[config.mk]
export PLATFORM = sky130hd
export DESIGN_NAME = counter_sweep_ctrl_flat
export DESIGN_NICKNAME = d
export VERILOG_FILES = /design/src/rtl/counter_sweep_ctrl_pkg.sv /design/src/rtl/counter_sweep_ctrl_if.sv /design/src/rtl/counter_sweep_ctrl_counter.sv /design/src/rtl/counter_sweep_ctrl.sv /design/src/flat_wrapper.sv
export SDC_FILE = /design/constraint.sdc
export NUM_CORES = 1
export LEC_CHECK = 0
export ABC_CLOCK_PERIOD_IN_PS = 3000
export CAP_MARGIN = 10
export CORE_ASPECT_RATIO = 0.9
export CORE_MARGIN = 3
export CORE_UTILIZATION = 56
export DETAILED_ROUTE_END_ITERATION = 7
export PLACE_DENSITY = 0.8
export SLEW_MARGIN = 40
export SYNTH_ARGS = -nofsm -noshare
export SYNTH_HDL_FRONTEND = slang
export SYNTH_SLANG_ARGS = --single-unit
[constraint.sdc]
create_clock -name CLK -period 3 [get_ports CLK]
set_input_delay 0.45 -clock CLK [delete_from_list [all_inputs] [get_ports CLK]]
set_output_delay 0.45 -clock CLK [all_outputs]
set_load 0.01 [all_outputs]
[src/rtl/counter_sweep_ctrl_pkg.sv]
// Shared types and constants for the counter sweep sequencer.
package counter_ctrl_pkg;

    localparam int unsigned DEF_W     = 32'd8;
    localparam int unsigned DEF_R     = 32'd4;
    localparam int unsigned DEF_DWELL = 32'd2;

    typedef enum logic [2:0] {
        ST_IDLE   = 3'd0,
        ST_UP     = 3'd1,
        ST_DWELL  = 3'd2,
        ST_DOWN   = 3'd3,
        ST_FINISH = 3'd4
    } state_e;

    // A zero dwell still needs a one-bit counter so the register exists.
    function automatic int unsigned dwell_cnt_w(input int unsigned dwell);
        dwell_cnt_w = (dwell < 32'd1) ? 32'd1 : $clog2(dwell + 32'd1);
    endfunction

endpackage

[src/rtl/counter_sweep_ctrl_if.sv]
// Control/status bundle between the sweep sequencer and its controller.
// COUNTER_SWEEP_PAUSE_EN adds the PAUSE request line.
interface counter_sweep_ctrl_if
    import counter_ctrl_pkg::*;
#(
    parameter int unsigned W = DEF_W,
    parameter int unsigned R = DEF_R
);
    logic         START;
    logic         STOP;
    logic [W-1:0] LIMIT;
    logic [R-1:0] REPEATS;
`ifdef COUNTER_SWEEP_PAUSE_EN
    logic         PAUSE;
`endif
    logic [W-1:0] Y;
    logic         BUSY;
    logic         DIR_OUT;
    logic         DONE;

`ifdef COUNTER_SWEEP_PAUSE_EN
    modport master (output START, STOP, LIMIT, REPEATS, PAUSE,
                    input  Y, BUSY, DIR_OUT, DONE);
    modport slave  (input  START, STOP, LIMIT, REPEATS, PAUSE,
                    output Y, BUSY, DIR_OUT, DONE);
`else
    modport master (output START, STOP, LIMIT, REPEATS,
                    input  Y, BUSY, DIR_OUT, DONE);
    modport slave  (input  START, STOP, LIMIT, REPEATS,
                    output Y, BUSY, DIR_OUT, DONE);
`endif
endinterface

[src/rtl/counter_sweep_ctrl_counter.sv]
// Up/down counter that saturates at both ends instead of wrapping.
module updown_bound_counter
    import counter_ctrl_pkg::*;
#(
    parameter int unsigned W = DEF_W
) (
    input  logic         CLK,
    input  logic         N_RESET,
    input  logic         EN,
    input  logic         DIR,
    input  logic         CLR,
    output logic [W-1:0] Y
);
    localparam logic [W-1:0] Y_MAX = {W{1'b1}};

    logic [W-1:0] r_y;

    // Count register: CLR wins, DIR=1 counts down, ends hold.
    always_ff @(posedge CLK or negedge N_RESET) begin
        if (!N_RESET) begin
            r_y <= {W{1'b0}};
        end else if (CLR) begin
            r_y <= {W{1'b0}};
        end else if (EN && DIR && (r_y != {W{1'b0}})) begin
            r_y <= r_y - W'(1);
        end else if (EN && !DIR && (r_y != Y_MAX)) begin
            r_y <= r_y + W'(1);
        end else begin
            r_y <= r_y;
        end
    end

    assign Y = r_y;

endmodule

[src/rtl/counter_sweep_ctrl.sv]
// Triangle-sweep sequencer driving a bounded up/down counter.
// COUNTER_SWEEP_PAUSE_EN enables the PAUSE freeze input.
module counter_sweep_ctrl
    import counter_ctrl_pkg::*;
#(
    parameter int unsigned W     = DEF_W,
    parameter int unsigned R     = DEF_R,
    parameter int unsigned DWELL = DEF_DWELL
) (
    input  logic                 CLK,
    input  logic                 N_RESET,
    counter_sweep_ctrl_if.slave  bus
);
    localparam int unsigned      DW_W       = dwell_cnt_w(DWELL);
    localparam logic [DW_W-1:0]  DWELL_LAST = (DWELL > 32'd0) ? DW_W'(DWELL - 32'd1) : {DW_W{1'b0}};
    localparam logic [R-1:0]     SWEEP_MAX  = {R{1'b1}};

    state_e          r_state;
    logic [W-1:0]    r_lim;
    logic [R-1:0]    r_rep;
    logic [R-1:0]    r_sweep;
    logic [DW_W-1:0] r_dwell;
    logic            r_stop;
    logic            r_busy;
    logic            r_dir;
    logic            r_done;

    logic [W-1:0]    w_y;
    logic            w_en;
    logic            w_dir;
    logic            w_clr;
    logic            w_pause;
    logic            w_stop_seen;
    logic            w_at_top;
    logic            w_at_bottom;
    logic [R-1:0]    w_sweep_nx;
    logic            w_run_end;

`ifdef COUNTER_SWEEP_PAUSE_EN
    assign w_pause = bus.PAUSE;
`else
    assign w_pause = 1'b0;
`endif

    updown_bound_counter #(.W(W)) u_cnt (
        .CLK     (CLK),
        .N_RESET (N_RESET),
        .EN      (w_en),
        .DIR     (w_dir),
        .CLR     (w_clr),
        .Y       (w_y)
    );

    // Counter controls and end-of-ramp / end-of-run decisions.
    always_comb begin
        w_stop_seen = r_stop | bus.STOP;
        w_at_top    = ((w_y + W'(1)) == r_lim);
        w_at_bottom = (w_y <= W'(1));
        w_sweep_nx  = (r_sweep == SWEEP_MAX) ? r_sweep : (r_sweep + R'(1));
        w_run_end   = w_stop_seen | ((r_rep != {R{1'b0}}) & (w_sweep_nx == r_rep));
        w_en        = 1'b0;
        w_dir       = 1'b0;
        w_clr       = 1'b0;
        case (r_state)
            ST_IDLE: w_clr = bus.START & ~bus.STOP;
            // A STOP in UP turns the sweep around without taking the step.
            ST_UP:   w_en  = ~bus.STOP & ~w_pause;
            ST_DOWN: begin
                w_en  = ~w_pause;
                w_dir = 1'b1;
            end
            default: w_en = 1'b0;
        endcase
    end

    // Sequencer state and registered status outputs.
    always_ff @(posedge CLK or negedge N_RESET) begin
        if (!N_RESET) begin
            r_state <= ST_IDLE;
            r_lim   <= {W{1'b0}};
            r_rep   <= {R{1'b0}};
            r_sweep <= {R{1'b0}};
            r_dwell <= {DW_W{1'b0}};
            r_stop  <= 1'b0;
            r_busy  <= 1'b0;
            r_dir   <= 1'b0;
            r_done  <= 1'b0;
        end else begin
            case (r_state)
                ST_IDLE: begin
                    r_done <= 1'b0;
                    if (bus.START && !bus.STOP) begin
                        r_lim   <= bus.LIMIT;
                        r_rep   <= bus.REPEATS;
                        r_sweep <= {R{1'b0}};
                        r_stop  <= 1'b0;
                        if (bus.LIMIT == {W{1'b0}}) begin
                            r_state <= ST_FINISH;
                            r_done  <= 1'b1;
                        end else begin
                            r_state <= ST_UP;
                            r_busy  <= 1'b1;
                        end
                    end
                end
                ST_UP: begin
                    if (bus.STOP) begin
                        r_state <= ST_DOWN;
                        r_dir   <= 1'b1;
                        r_stop  <= 1'b1;
                    end else if (!w_pause && w_at_top) begin
                        if (DWELL == 32'd0) begin
                            r_state <= ST_DOWN;
                            r_dir   <= 1'b1;
                        end else begin
                            r_state <= ST_DWELL;
                            r_dwell <= {DW_W{1'b0}};
                        end
                    end
                end
                ST_DWELL: begin
                    if (bus.STOP) begin
                        r_state <= ST_DOWN;
                        r_dir   <= 1'b1;
                        r_stop  <= 1'b1;
                    end else if (!w_pause) begin
                        if (r_dwell == DWELL_LAST) begin
                            r_state <= ST_DOWN;
                            r_dir   <= 1'b1;
                        end else begin
                            r_dwell <= r_dwell + DW_W'(1);
                        end
                    end
                end
                ST_DOWN: begin
                    if (bus.STOP) begin
                        r_stop <= 1'b1;
                    end
                    if (!w_pause && w_at_bottom) begin
                        r_sweep <= w_sweep_nx;
                        r_dir   <= 1'b0;
                        if (w_run_end) begin
                            r_state <= ST_FINISH;
                            r_busy  <= 1'b0;
                            r_done  <= 1'b1;
                        end else begin
                            r_state <= ST_UP;
                        end
                    end
                end
                ST_FINISH: begin
                    r_state <= ST_IDLE;
                    r_done  <= 1'b0;
                end
                default: begin
                    r_state <= ST_IDLE;
                    r_busy  <= 1'b0;
                    r_dir   <= 1'b0;
                    r_done  <= 1'b0;
                end
            endcase
        end
    end

    assign bus.Y       = w_y;
    assign bus.BUSY    = r_busy;
    assign bus.DIR_OUT = r_dir;
    assign bus.DONE    = r_done;

endmodule

[src/flat_wrapper.sv]
// flat-port wrapper written by rule: the top's interface ports become plain ports
module counter_sweep_ctrl_flat import counter_ctrl_pkg::*;
#(
    parameter int unsigned W     = DEF_W,
    parameter int unsigned R     = DEF_R,
    parameter int unsigned DWELL = DEF_DWELL
)
  (CLK, N_RESET, bus_START, bus_STOP, bus_LIMIT, bus_REPEATS, bus_Y, bus_BUSY, bus_DIR_OUT, bus_DONE);
  counter_sweep_ctrl_if #(.W(W), .R(R)) bus_i ();
  input  logic CLK;
  input  logic N_RESET;
  input wire logic [$bits(bus_i.START)-1:0] bus_START;
  input wire logic [$bits(bus_i.STOP)-1:0] bus_STOP;
  input wire logic [$bits(bus_i.LIMIT)-1:0] bus_LIMIT;
  input wire logic [$bits(bus_i.REPEATS)-1:0] bus_REPEATS;
  output wire logic [$bits(bus_i.Y)-1:0] bus_Y;
  output wire logic [$bits(bus_i.BUSY)-1:0] bus_BUSY;
  output wire logic [$bits(bus_i.DIR_OUT)-1:0] bus_DIR_OUT;
  output wire logic [$bits(bus_i.DONE)-1:0] bus_DONE;
  assign bus_i.START = bus_START;
  assign bus_i.STOP = bus_STOP;
  assign bus_i.LIMIT = bus_LIMIT;
  assign bus_i.REPEATS = bus_REPEATS;
  assign bus_Y = bus_i.Y;
  assign bus_BUSY = bus_i.BUSY;
  assign bus_DIR_OUT = bus_i.DIR_OUT;
  assign bus_DONE = bus_i.DONE;
  counter_sweep_ctrl #(.W(W), .R(R), .DWELL(DWELL)) u_core (.CLK(CLK), .N_RESET(N_RESET), .bus(bus_i));
endmodule
* Yosys cells after proc, flatten, opt, wreduce, memory -nomap -nowiden
Cells that the tools add are included.
Storage, ports and cells: register bits 33, latch bits 0, memory bits (writable) 0, memory bits (read-only) 0, logic and storage cells 112, memories kept 0
Operators by class: $add $sub $neg 4, multiply operators 0, divide/modulo/power cells 0, magnitude comparators 1, eq/ne operators 21, shifts and indexed selects 0, mux-type cells 41, bitwise operators 8, reduce and logical (&&, ||, !) cells 27
Operators by type and width (count):
- 2-to-1 mux 3 bit | 8
- 2-to-1 mux 8 bit | 3
- 2-to-1 mux 1 bit | 15
- 2-to-1 mux 4 bit | 3
- case mux 3 bit (4 select lines) | 1
- != test 2 x 1 -> 1 bit, second input constant | 5
- != test 2 bit, second input constant | 5
- AND reduction 5 bit | 2
- AND reduction 3 bit | 3
- adder 8 x 1 -> 8 bit, second input constant | 1
- equality test 8 bit | 1
- less-or-equal comparator 8 x 1 -> 1 bit, second input constant | 1
- logical NOT 8 bit | 1
- 2-to-1 mux 2 bit | 4
- != test 8 bit, second input constant | 1
- case mux 4 bit (2 select lines) | 1
- AND reduction 4 bit | 2
- nonzero test 8 bit | 1
- subtractor 8 x 1 -> 8 bit, second input constant | 1
- equality test 3 x 2 -> 1 bit, second input constant | 2
- != test 3 x 2 -> 1 bit, second input constant | 2
- case mux 1 bit (3 select lines) | 2
- nonzero test 2 bit | 3
- OR reduction 3 bit | 2
- other kinds (20) | 32

* Depth between registers and ports, before layout
Gate-level depths: netlist of run 1.
depth in word-level cells 8, gate-level depth with buffers 8, gate-level depth less buffers 8

* Cells and area by module
From an unflattened synthesis of run 1, not the netlist that was laid out.
Unflattened totals: cell total of the unflattened synthesis 288, area, all modules 2449.8 sq um
Modules (own cells, without submodules):
- counter_sweep_ctrl | instances 1, cells each 213, area an instance 1742.9 sq um
- updown_bound_counter | instances 1, cells each 75, area an instance 706.9 sq um

* Worst setup path after synthesis of run 1
Ideal clock, no wire load.
path kind flip-flop to flip-flop, start reg u_core.r_sweep[0], end reg u_core.r_busy, in the netlist u_core.bus.BUSY, setup time 0.121 ns, arrival time 2.026 ns, required time 2.879 ns, path slack 0.853 ns, stages on the path, launching flop included 9, path buffers 1, path through dfrtp_1 > ha_1 > buf_2 > nand4b_1 > nand3_1 > or4_1 > a311oi_1 > o41ai_1 > o22a_1
On the way: longest elaborated chain between the ends 7, elaborated cells on any way between the ends 8
Ends and longest elaborated chain:
- start, declared | line counter_sweep_ctrl.sv:21 | logic [R-1:0] r_sweep;
- start signal, assigned | line counter_sweep_ctrl.sv:82 | r_sweep <= {R{1'b0}};
- start signal, assigned | line counter_sweep_ctrl.sv:95 | r_sweep <= {R{1'b0}};
- start signal, assigned | line counter_sweep_ctrl.sv:140 | r_sweep <= w_sweep_nx;
- adder 4 x 1 -> 4 bit / equality test 4 bit (equally long branches) | line counter_sweep_ctrl.sv:59 | w_sweep_nx = (r_sweep == SWEEP_MAX) ? r_sweep : (r_sweep + R'(1));
- 2-to-1 mux 4 bit * | line counter_sweep_ctrl.sv:59
- equality test 4 bit * | line counter_sweep_ctrl.sv:60 | w_run_end = w_stop_seen | ((r_rep != {R{1'b0}}) & (w_sweep_nx == r_rep));
- bitwise AND 1 bit * | line counter_sweep_ctrl.sv:60
- OR 1 bit * | line counter_sweep_ctrl.sv:60
- != test 2 x 1 -> 1 bit (no source line) *
- AND reduction 5 bit (no source line) *
- end signal, assigned | line counter_sweep_ctrl.sv:85 | r_busy <= 1'b0;
- end signal, assigned | line counter_sweep_ctrl.sv:102 | r_busy <= 1'b1;
- end signal, assigned | line counter_sweep_ctrl.sv:144 | r_busy <= 1'b0;
- end, declared | line counter_sweep_ctrl.sv:24 | logic r_busy;
Mark *: on every way between the ends. The rest lies on a longest branch, timed or not. A chain may end at the register's enable or synchronous reset.

* Worst setup path after layout of run 1
Same ends and word-level chain as after synthesis.

==> results.yml, run 1 <==
worst_hold_path:
  hp-class: "flop to flop"
  min_to: "u_core.bus.BUSY"
  whs_path_depth: 1
  hold_start: "u_core.bus.BUSY"
synthesis:
  synth_seq_area_share: 0.366
  synthArstFlopShare: 1.00
  netlist_area_sq_um: 2260
  synth_ff_type: "dfrtp_1"
  synthCells: 257
  synth_area_per_cell_sq_um: 8.78
  synth_edf_count: 0
  yosys.cell_types.count: 59
  syn-num-nets: 279
  ys_ff_latch: 33
  ys_warn_count: 0
die:
  io_pins: 27
  die_w_um: 72.9
  die_h_um: 66.2
  start_util: 0.592
  dieArea_sq_um: 4830
  core_sq_um: 3810
  num_rows: 21
setup_path:
  r2r_slack_ns: 0.53
  regToRegEndpoint: "u_core.bus.BUSY"
  cp-end-kind: "flop"
  required_ns: 3.18
  start_kind: "flop"
  rr_worst_depth: 7
  rr_startpoint: "u_core.r_sweep[0]"
  critPathArrivalTime_ns: 2.64
  worstPathMaxFanout: 12
  crit_type: "flop to flop"
power:
  p_total_mw: 2.72
  ir_worst_vdd_v: 0.000435
  leakagePower_nw: 1.07
  p_per_area_nw_per_um2: 1050
timing:
  fin_crit_ns: 2.47
  hold_viol: 0
  setup_violations: 0
  max_slew.worst_pin.slew_ns: 0.590
  rsz0062_at_grt: "false"
  setup_tns_ns: 0
  clock.fmax_mhz: 405
  maxSlewHeadroom: 0.596
  finalCritPeriodShare: 0.822
  skew_ns: 0.00896
  whs_ns: 0.494
  drv_slew: 0
finish:
  layout.nets: 301
  stdcell_count: 325
  mostFrequentLayoutCells: "42 x nand2_1, 33 x dfrtp_1, 26 x clkdlybuf4s50_1"
  diodes: 0
  utilization: 0.682
  drive_above_1_share: 0.0932
  layout_commonest_cell: "nand2_1"
  nFillCells: 325
  area_growth_pct: 15.2
placement:
  dp_cells: 318
  gp_congestion: 0.991
  port_buffers: 26
  hpwlAfterDp_mm: 3.52
clocking:
  clock_latency_ns: 0.29
  clockBufferDepth: 2
  cts_tree: "done"
  h-tree-depth: 2
  cts_sinks: 33
  clk_pin_slew_ns: 0.07
  ctsHoldBuffers: 0
  cts_setup_buffers: 0
  cts_root_buf: "clkbuf_8"
  post_cts_resized: 0
  numCtsBuffers: 5
global_route:
  grt_use_total: 0.221
  grt_pass1_vias: 1734
  grt_max_degree: 34
  overflow: 0
  grt_pass1_wl_mm: 8.15
  antenna_found_initial: 0
route:
  drt_iter0_drc: 272
  drc: 0
  route.antenna.remaining_nets: 0
  wl_per_cell_um: 15.1
  vias: 1972
  wirelength_mm: 4.90
  firstDrtPassIters: 4
  vias_per_cell: 6.07
outcome:
  outcome: "finished clean"
job:
  cap_viol_max_count: 0
kinds of logic (layout without fill, tap and decap cells):
logic type | count (synthesis) | after routing | synth area share
compound gates | 59 | 59 | 0.196
xor+xnor | 18 | 18 | 0.0698
fa+ha+maj | 6 | 6 | 0.0333
buf+inv | 23 | 45 | 0.0543
flops | 33 | 33 | 0.366
mux | 3 | 3 | 0.0133
simple gates | 115 | 115 | 0.267
how the worst max path moves through the flow:
stage / startpoint / endpoint / slack (ns) / cells after the start
3_5_place_dp: bus_STOP / u_core.u_cnt.Y[7] / 0.42 / 7
4_1_cts: u_core.r_sweep[0] / u_core.r_state[2] / 0.58 / 7
2_1_floorplan: u_core.r_sweep[0] / u_core.bus.BUSY / 0.85 / 8
5_1_grt: u_core.r_sweep[0] / u_core.r_state[2] / 0.41 / 7
6_report: u_core.r_sweep[0] / u_core.bus.BUSY / 0.53 / 7
3_3_place_gp: bus_STOP / u_core.u_cnt.Y[7] / 0.45 / 7
synthesized netlist by cell type (all sizes together), types with 4 or more instances:
library cell / count / share of area
xnor2: 12 / 0.047
nor3: 13 / 0.029
nor2: 19 / 0.033
nor4: 4 / 0.014
o21ai: 11 / 0.026
nand2: 42 / 0.070
nand3: 12 / 0.029
dfrtp: 33 / 0.37
ha: 6 / 0.033
a21oi: 12 / 0.027
o21a: 4 / 0.013
a31oi: 7 / 0.019
buf: 12 / 0.036
nor3b: 4 / 0.013
nand2b: 4 / 0.011
inv: 9 / 0.015
or4: 4 / 0.013
xor2: 6 / 0.023
flip-flops by register name, indices dropped and copies added (netlist names):
name and flops:
u_core.r_rep 4, u_core.u_cnt.Y 8, u_core.r_state 3, u_core.bus.DONE 1
u_core.r_stop 1, u_core.bus.DIR_OUT 1, u_core.bus.BUSY 1, u_core.r_sweep 4
u_core.r_lim 8, u_core.r_dwell 2
worst max-delay path, cell delays in order, from the launching register on:
cell      delay, ns
dfrtp_1        0.46
ha_1           0.36
nand3_1        0.13
a21oi_1        0.07
or4_1          0.50
a311oi_1       0.45
o41ai_1        0.16
o22a_1         0.22
stage by stage:
| stage | worst slack [ns] | area (sq um) |
|---|---|---|
| 2_1_floorplan | 0.853 | 2260 |
| 3_3_place_gp | 0.452 | 2510 |
| 3_5_place_dp | 0.422 | 2510 |
| 4_1_cts | 0.580 | 2600 |
| 5_1_grt | 0.405 | 2600 |
| 6_report | 0.534 | 2600 |
final cells by class:
| class | count | area [sq um] | share of cell area |
|---|---|---|---|
| Clock buffer | 7 | 86.3 | 0.0332 |
| Inverter | 9 | 33.8 | 0.0130 |
| Multi-Input combinational cell | 201 | 1310 | 0.505 |
| Sequential cell | 33 | 826 | 0.318 |
| Tap cell | 46 | 57.6 | 0.0221 |
| Timing Repair Buffer | 29 | 283 | 0.109 |
per-layer routing:
| metal | wire length (um) | up-vias | track usage |
|---|---|---|---|
| met4 | 57 | 0 | 0.0783 |
| met2 | 2190 | 74 | 0.323 |
| met3 | 366 | 6 | 0.0547 |
| met5 | 0 | - | 0 |
| li1 | - | 977 | - |
| met1 | 2290 | 915 | 0.314 |
power by group:
group | switching [mW] | internal, mW
clock network | 0.161 | 0.182
logic | 0.702 | 0.658
registers | 0.367 | 0.647
(Power assumes the default switching activity.)
==> run 2, diff against run 1 <==
Settings changed: ABC_CLOCK_PERIOD_IN_PS 3000 to 2510.
Clock period 3 ns to 2.51 ns, I/O delays scaled along.
==> run 2 against run 1 <==
Non-clock buffer count up 4. Cell count up 1.5%. Global-route usage about the same. Sequential power up 17%. First-iteration DRC count down 27%. Combinational power up 23%. Clock-buffer cell count unchanged. Via count up 1.1%. Fmax up 3.6%. Critical endpoint is now u_core.r_dwell[1].
==> results.yml, run 2 (synthesized netlist as in run 1, its figures left out) <==
finish:
  drive_above_1_share: 0.113
  fin_area_sq_um: 2650
  regArea_sq_um: 826
  mostFrequentLayoutCells: "42 x nand2_1, 33 x dfrtp_1, 26 x clkdlybuf4s50_1"
  diodes: 0
  nFillCells: 313
  multi_input_area_sq_um: 1310
  area_growth_pct: 17.2
  layout_commonest_cell: "nand2_1"
  layout.nets: 305
clocking:
  cts_root_buf: "clkbuf_8"
  numCtsBuffers: 5
  cts_setup_buffers: 0
  clockBufferDepth: 2
  h-tree-depth: 2
  cts_tree: "done"
  cts_sinks: 33
  clk_pin_slew_ns: 0.07
  ctsHoldBuffers: 0
  clock_latency_ns: 0.29
  post_cts_resized: 0
worst_hold_path:
  hp-class: "primary input to asynchronous set/reset pin"
setup_path:
  crit_buf_inv: 0
  cp-end-kind: "flop"
  crit_type: "flop to flop"
  start_kind: "flop"
  r2r_slack_ns: 0.13
  required_ns: 2.68
  crit_path_max_incr_delay_ns: 0.55
  worstPathMaxFanout: 9
  cp_cell_sequence: "ha_1 -> nand3_1 -> or3_4 -> a221oi_4 -> nor3b_1 -> o21ai_1"
  regToRegEndpoint: "u_core.r_dwell[1]"
  rr_worst_depth: 6
  rr_startpoint: "u_core.u_cnt.Y[0]"
  crit_family: "simple AND/OR/NAND/NOR gates"
  critPathArrivalTime_ns: 2.55
  crit_slowest_cell: "dfrtp_1"
  cp_num_cells: 6
timing:
  finalCritPeriodShare: 0.948
  setup_tns_ns: 0
  hold_viol: 0
  skew_ns: 0.00644
  maxSlewHeadroom: 0.623
  fin_crit_ns: 2.38
  clock.fmax_mhz: 420
  setup_violations: 0
  drv_slew: 0
  rsz0062_at_grt: "false"
  max_slew.worst_pin.slew_ns: 0.551
die:
  start_util: 0.592
  io_pins: 27
  die_h_um: 66.2
  num_rows: 21
  dieArea_sq_um: 4830
  die_w_um: 72.9
  core_sq_um: 3810
route:
  wirelength_mm: 4.89
  drc: 0
  vias_per_cell: 6.04
  vias: 1993
  drt_iter0_drc: 199
  firstDrtPassIters: 7
  route.antenna.remaining_nets: 0
  wl_per_cell_um: 14.8
global_route:
  grt_pass1_wl_mm: 8.28
  overflow: 0
  grt_max_degree: 34
  antenna_found_initial: 0
  grt_use_total: 0.221
  grt_pass1_vias: 1768
placement:
  port_buffers: 26
  hpwlAfterDp_mm: 3.51
  place_area_sq_um: 2540
  gp_congestion: 1.01
power:
  ir_worst_vdd_v: 0.000518
  p_seq_frac: 0.358
  power.switching_mw: 1.47
  internal_power_mw: 1.83
  leakagePower_nw: 1.10
  clockPowerShare: 0.135
  p_comb_frac: 0.506
  swShare: 0.446
  p_per_area_nw_per_um2: 1250
outcome:
  outcome: "finished clean"
job:
  cap_viol_max_count: 0
## run 2: final cells by class
| cell class | instances | share of cell area |
|---|---|---|
| Timing Repair Buffer | 33 | 0.118 |
| Clock buffer | 7 | 0.0364 |
| Multi-Input combinational cell | 201 | 0.497 |
| Sequential cell | 33 | 0.312 |
| Inverter | 9 | 0.0128 |
| Clock inverter | 1 | 0.00189 |
| Tap cell | 46 | 0.0218 |
## run 2: per-layer routing
| metal | GRT usage | up-vias | part of all wire | routed length (um) |
|---|---|---|---|---|
| li1 | - | 984 | - | - |
| met1 | 0.315 | 933 | 0.50 | 2430 |
| met2 | 0.323 | 66 | 0.43 | 2110 |
| met3 | 0.0471 | 10 | 0.051 | 250 |
| met4 | 0.0876 | 0 | 0.019 | 93 |
| met5 | 0 | - | 0 | 0 |
## run 2: metrics by stage
stage | power [mW] | utilization | worst slack (ns) | hold WS, ns | instances
after floorplan | 2.41 | - | 0.363 | 0.0809 | 257
after global placement | 2.80 | 0.668 | 0.185 | 0.476 | 322
after detailed placement | 2.85 | 0.668 | 0.171 | 0.486 | 322
after CTS | 3.31 | 0.694 | 0.150 | 0.502 | 330
after global routing | 3.58 | 0.694 | 0.00516 | 0.523 | 330
final | 3.31 | 0.694 | 0.130 | 0.485 | 330
## run 2: power by group through the flow
stage / Combinational, mW / Sequential [mW] / Clock (mW)
after global routing: 1.87 / 1.24 / 0.474
after detailed placement: 1.66 / 1.19 / 0
final: 1.67 / 1.18 / 0.448
after floorplan: 1.39 / 1.02 / 0
after global placement: 1.63 / 1.18 / 0
after CTS: 1.67 / 1.18 / 0.457
## run 2: how the worst max path moves through the flow
stage                            startpoint           endpoint  slack, ns
after floorplan           u_core.r_sweep[0]    u_core.bus.BUSY       0.36
after global placement             bus_STOP  u_core.u_cnt.Y[7]       0.18
after detailed placement           bus_STOP  u_core.u_cnt.Y[7]       0.17
after CTS                 u_core.u_cnt.Y[0]  u_core.r_dwell[1]       0.15
after global routing      u_core.u_cnt.Y[0]  u_core.r_dwell[1]      0.005
final                     u_core.u_cnt.Y[0]  u_core.r_dwell[1]       0.13
==> run 3, diff against run 2 <==
Settings changed: ABC_AREA from default to 0, CORE_ASPECT_RATIO 0.9 to default.
==> run 3 against run 2 <==
Global-route usage grew 0.67 points. Flip-flop and latch count is the same. Hold slack lost 0.0049 ns. Cell count grew 0.30%. Fmax grew 2.8%. Routed wire length grew 3.9%. Largest cell class unchanged.
==> results.yml, run 3 (synthesized netlist as in run 1, its figures left out) <==
clocking:
  cts_sinks: 33
  cts_root_buf: "clkbuf_8"
  numCtsBuffers: 5
  h-tree-depth: 2
  cts_setup_buffers: 0
  clock_latency_ns: 0.29
  clk_pin_slew_ns: 0.07
  cts_tree: "done"
  clockBufferDepth: 2
finish:
  area_growth_pct: 16.7
  layout_commonest_cell: "nand2_1"
  diodes: 0
  nFillCells: 322
  drive_above_1_share: 0.110
  mostFrequentLayoutCells: "42 x nand2_1, 33 x dfrtp_1, 26 x clkdlybuf4s50_1"
  layout.nets: 305
global_route:
  grt_pass1_vias: 1921
  grt_use_total: 0.228
  antenna_found_initial: 0
  grt_pass1_wl_mm: 9.00
  overflow: 0
  grt_max_degree: 34
power:
  ir_worst_vdd_v: 0.000604
  leakagePower_nw: 1.08
  p_total_mw: 3.28
  p_per_area_nw_per_um2: 1250
die:
  core_sq_um: 3770
  num_rows: 22
  die_w_um: 69.5
  io_pins: 27
  dieArea_sq_um: 4830
  die_h_um: 69.5
  start_util: 0.599
route:
  drt_iter0_drc: 136
  vias_per_cell: 6.08
  vias: 2011
  wl_per_cell_um: 15.3
  firstDrtPassIters: 5
  route.antenna.remaining_nets: 0
  drc: 0
  wirelength_mm: 5.08
timing:
  setup_tns_ns: 0
  finalCritPeriodShare: 0.923
  drv_slew: 0
  skew_ns: 0.00844
  hold_viol: 0
  clock.fmax_mhz: 432
  max_slew.worst_pin.slew_ns: 0.570
  setup_violations: 0
  rsz0062_at_grt: "false"
  fin_crit_ns: 2.32
  maxSlewHeadroom: 0.610
placement:
  gp_congestion: 0.905
  port_buffers: 26
  hpwlAfterDp_mm: 3.70
outcome:
  outcome: "finished clean"
setup_path:
  required_ns: 2.68
  critPathArrivalTime_ns: 2.49
  worstPathMaxFanout: 9
  cp-end-kind: "flop"
  r2r_slack_ns: 0.19
  start_kind: "flop"
  crit_type: "flop to flop"
job:
  cap_viol_max_count: 0
worst_hold_path:
  hp-class: "primary input to asynchronous set/reset pin"
-- run 3: report_power, final --
part	internal, mW	total (mW)	switching [mW]
Combinational	0.806	1.68	0.870
Clock	0.218	0.408	0.191
Sequential	0.773	1.20	0.425
-- run 3: worst max-delay path, stage by stage, from the launching register on --
cell	delay [ns]
dfrtp_1	0.54
ha_1	0.35
nand3_1	0.20
or3_4	0.39
a221oi_4	0.38
nor3b_1	0.24
o21ai_1	0.10
-- run 3: path summary, 6_finish.rpt --
| kind | startpoint | endpoint | cells past startpoint |
|---|---|---|---|
| worst max-delay path | u_core.u_cnt.Y[0] | u_core.r_dwell[1] | 6 |
| worst min-delay path | N_RESET | u_core.bus.DIR_OUT | 2 |
| worst max register to register | u_core.u_cnt.Y[0] | u_core.r_dwell[1] | 6 |
| worst min register to register | u_core.bus.DIR_OUT | u_core.bus.DIR_OUT | 1 |
| max in group asynchronous | N_RESET | u_core.r_lim[5] | 2 |
| min in group CLK | u_core.bus.DIR_OUT | u_core.bus.DIR_OUT | 1 |
-- run 3: cell type report --
cell class / instances / area (sq um) / share of cell area
Clock buffer: 7 / 86.3 / 0.0328
Multi-Input combinational cell: 201 / 1320 / 0.500
Sequential cell: 33 / 826 / 0.313
Timing Repair Buffer: 33 / 313 / 0.119
Inverter: 9 / 33.8 / 0.0128
Tap cell: 48 / 60.1 / 0.0228
-- run 3: repair_timing --
item	CTS	global route
gates resized for setup	0	1
setup endpoints to repair	0	3
hold buffers	0	0
-- run 3: per-stage QoR --
stage          area (sq um)  cells  setup WS (ns)  hold slack (ns)  utilization
2_1_floorplan          2260    257          0.363           0.0809            -
3_3_place_gp           2550    324          0.234            0.477        0.675
3_5_place_dp           2550    324          0.169            0.482        0.675
4_1_cts                2630    331          0.113            0.497        0.698
5_1_grt                2640    331         0.0253            0.537        0.699
6_report               2640    331          0.194            0.480        0.699
-- run 3: per-layer routing --
layer / part of all wire / wire length [um] / track usage / up-vias
met5: 0 / 0 / 0 / -
li1: - / - / - / 988
met4: 0.012 / 59 / 0.0781 / 0
met3: 0.054 / 273 / 0.0507 / 5
met2: 0.48 / 2440 / 0.358 / 58
met1: 0.45 / 2310 / 0.310 / 960
==> RTL change (flow settings as in run 2) <==
Encoding of `state_e`: now one-hot (5 bits for 5 states).
--- a/src/rtl/counter_sweep_ctrl_pkg.sv
+++ b/src/rtl/counter_sweep_ctrl_pkg.sv
@@ -6,10 +6,10 @@
     localparam int unsigned DEF_DWELL = 32'd2;
 
-    typedef enum logic [2:0] {
-        ST_IDLE   = 3'd0,
-        ST_UP     = 3'd1,
-        ST_DWELL  = 3'd2,
-        ST_DOWN   = 3'd3,
-        ST_FINISH = 3'd4
+    typedef enum logic [4:0] {
+        ST_IDLE   = 5'b00001,
+        ST_UP     = 5'b00010,
+        ST_DWELL  = 5'b00100,
+        ST_DOWN   = 5'b01000,
+        ST_FINISH = 5'b10000
     } state_e;
 
Behaviour: same outputs for any inputs over 10 cycles, from zero or initial values and one cycle with N_RESET low; not proved beyond that.
==> RTL change against run 2 <==
- sequential cell count increased by 2
- sequential share of layout area grew 0.91 points
- critical path type unchanged
- setup slack improved by 230 ps
- critical endpoint is now u_core.u_cnt.Y[4]
- hold slack improved by 9.1 ps
- total power down 8.6%
- cell area up 3.2%
- via count grew 1.7%
- clock power is 7.1% lower
- routed wire length is 7.6% higher
- clock skew up 1.4 ps
- area after synthesis up 3.4%
- highest routed layer unchanged
==> RTL change: results (changes against run 2) <==
stage	metric	value	unit	change
status	status	finished clean		
logic_synthesis	synth_cell_type_count	63		+6.8%
drt	totalWireLength	5261	µm	+7.6%
placed_design	globalplace.congestion	0.8943		-11%
drt	firstDrtPassIters	4		-3
power_and_ir_drop	p_leak	0.001197	µW	+9.3%
logic_synthesis	yosys-top-cells-area	dfrtp_1 36%, nand2_1 8.7%, ha_1 3.2%		
logic_synthesis	synthAdderAreaFrac	3.217	%	-0.11 points
min_path	hold_path.class	reg -> reg		
worst_setup_path	crit_arrival	2370	ps	-180 ps
logic_synthesis	seq_area_frac_synth	37.59	%	+1.0 points
global_routing	grt_util_all_layers	24.24	%	+2.1 points
finish	nNetsFinal	318		+4.3%
logic_synthesis	yosys-top-cells-count	54 x nand2_1, 34 x dfrtp_1, 18 x nor2_1		
drt	via_per_inst	5.927		-1.9%
logic_synthesis	syn_inst	267		+3.9%
logic_synthesis	synth_mux_area_share	3.646	%	+2.3 points
sta	fin_skew	7.844	ps	+1.409 ps
placed_design	hpwl	3850	µm	+9.8%
worst_setup_path	max_stage_delay	640	ps	+90 ps
logic_synthesis	synth_xor_area_share	4.504	%	-2.5 points
global_routing	grt_pass1_wl	9183	µm	+11%
power_and_ir_drop	cell_internal_pwr	1719	µW	-6.2%
power_and_ir_drop	ir_worst_vdd	591.0	µV	+14%
sta	hold-worst-slack	494.0	ps	+9.141 ps
drt	drt-initial-drc-count	172		-14%
logic_synthesis	syn_nets	289		+3.6%
placed_design	place_inst	335		+4.0%
finish	drive_gt1_share	13.51	%	+2.2 points
==> RTL change: cell count changes in the layout (fill, tap and decap cells not counted), sizes merged, moves of 5 or more <==
| cell | before | now |
|---|---|---|
| nor2b | 1 | 6 |
| nor3 | 13 | 8 |
| nand2 | 42 | 56 |
| nand3 | 12 | 7 |
| xnor2 | 12 | 6 |
==> RTL change: power by group through the flow <==
stage / logic [µW] / clock network [µW] / registers, µW
floorplan: 1110 / 0 / 1020
global placement: 1430 / 0 / 1110
detailed placement: 1480 / 0 / 1120
CTS: 1490 / 428 / 1110
global route: 1680 / 452 / 1150
finish: 1490 / 416 / 1120
==> RTL change: worst paths after layout <==
check	to	from
max	u_core.u_cnt.Y[4]	u_core.u_cnt.Y[2]
min	u_core.r_lim[0]	u_core.r_lim[0]
max reg2reg	u_core.u_cnt.Y[4]	u_core.u_cnt.Y[2]
min reg2reg	u_core.r_lim[0]	u_core.r_lim[0]
max in group asynchronous	u_core.r_state[0]	N_RESET
min in group asynchronous	u_core.bus.DIR_OUT	N_RESET
==> RTL change: cell type report <==
cell class / instances / area (µm²)
multi-input combinational: 211 / 1354
fill: 319 / 1132
sequential: 35 / 877.1
timing repair buffer: 34 / 320.3
clock buffer: 6 / 82.58
tap: 46 / 57.56
inverter: 9 / 33.78
clock inverter: 1 / 5.005
==> RTL change: per-layer routing <==
layer	vias to the layer above	share of wire [%]	track usage, %
met5	-	0	0
met4	0	2.4	11.54
met3	14	4.8	4.613
met2	59	46	37.61
met1	949	47	32.50
li1	1005	-	-
==> RTL change: tightest hold or removal path: cells and delay by family, from the launching register on <==
family / cells / cell delay (ps)
flops: 1 / 350
simple gates: 2 / 100
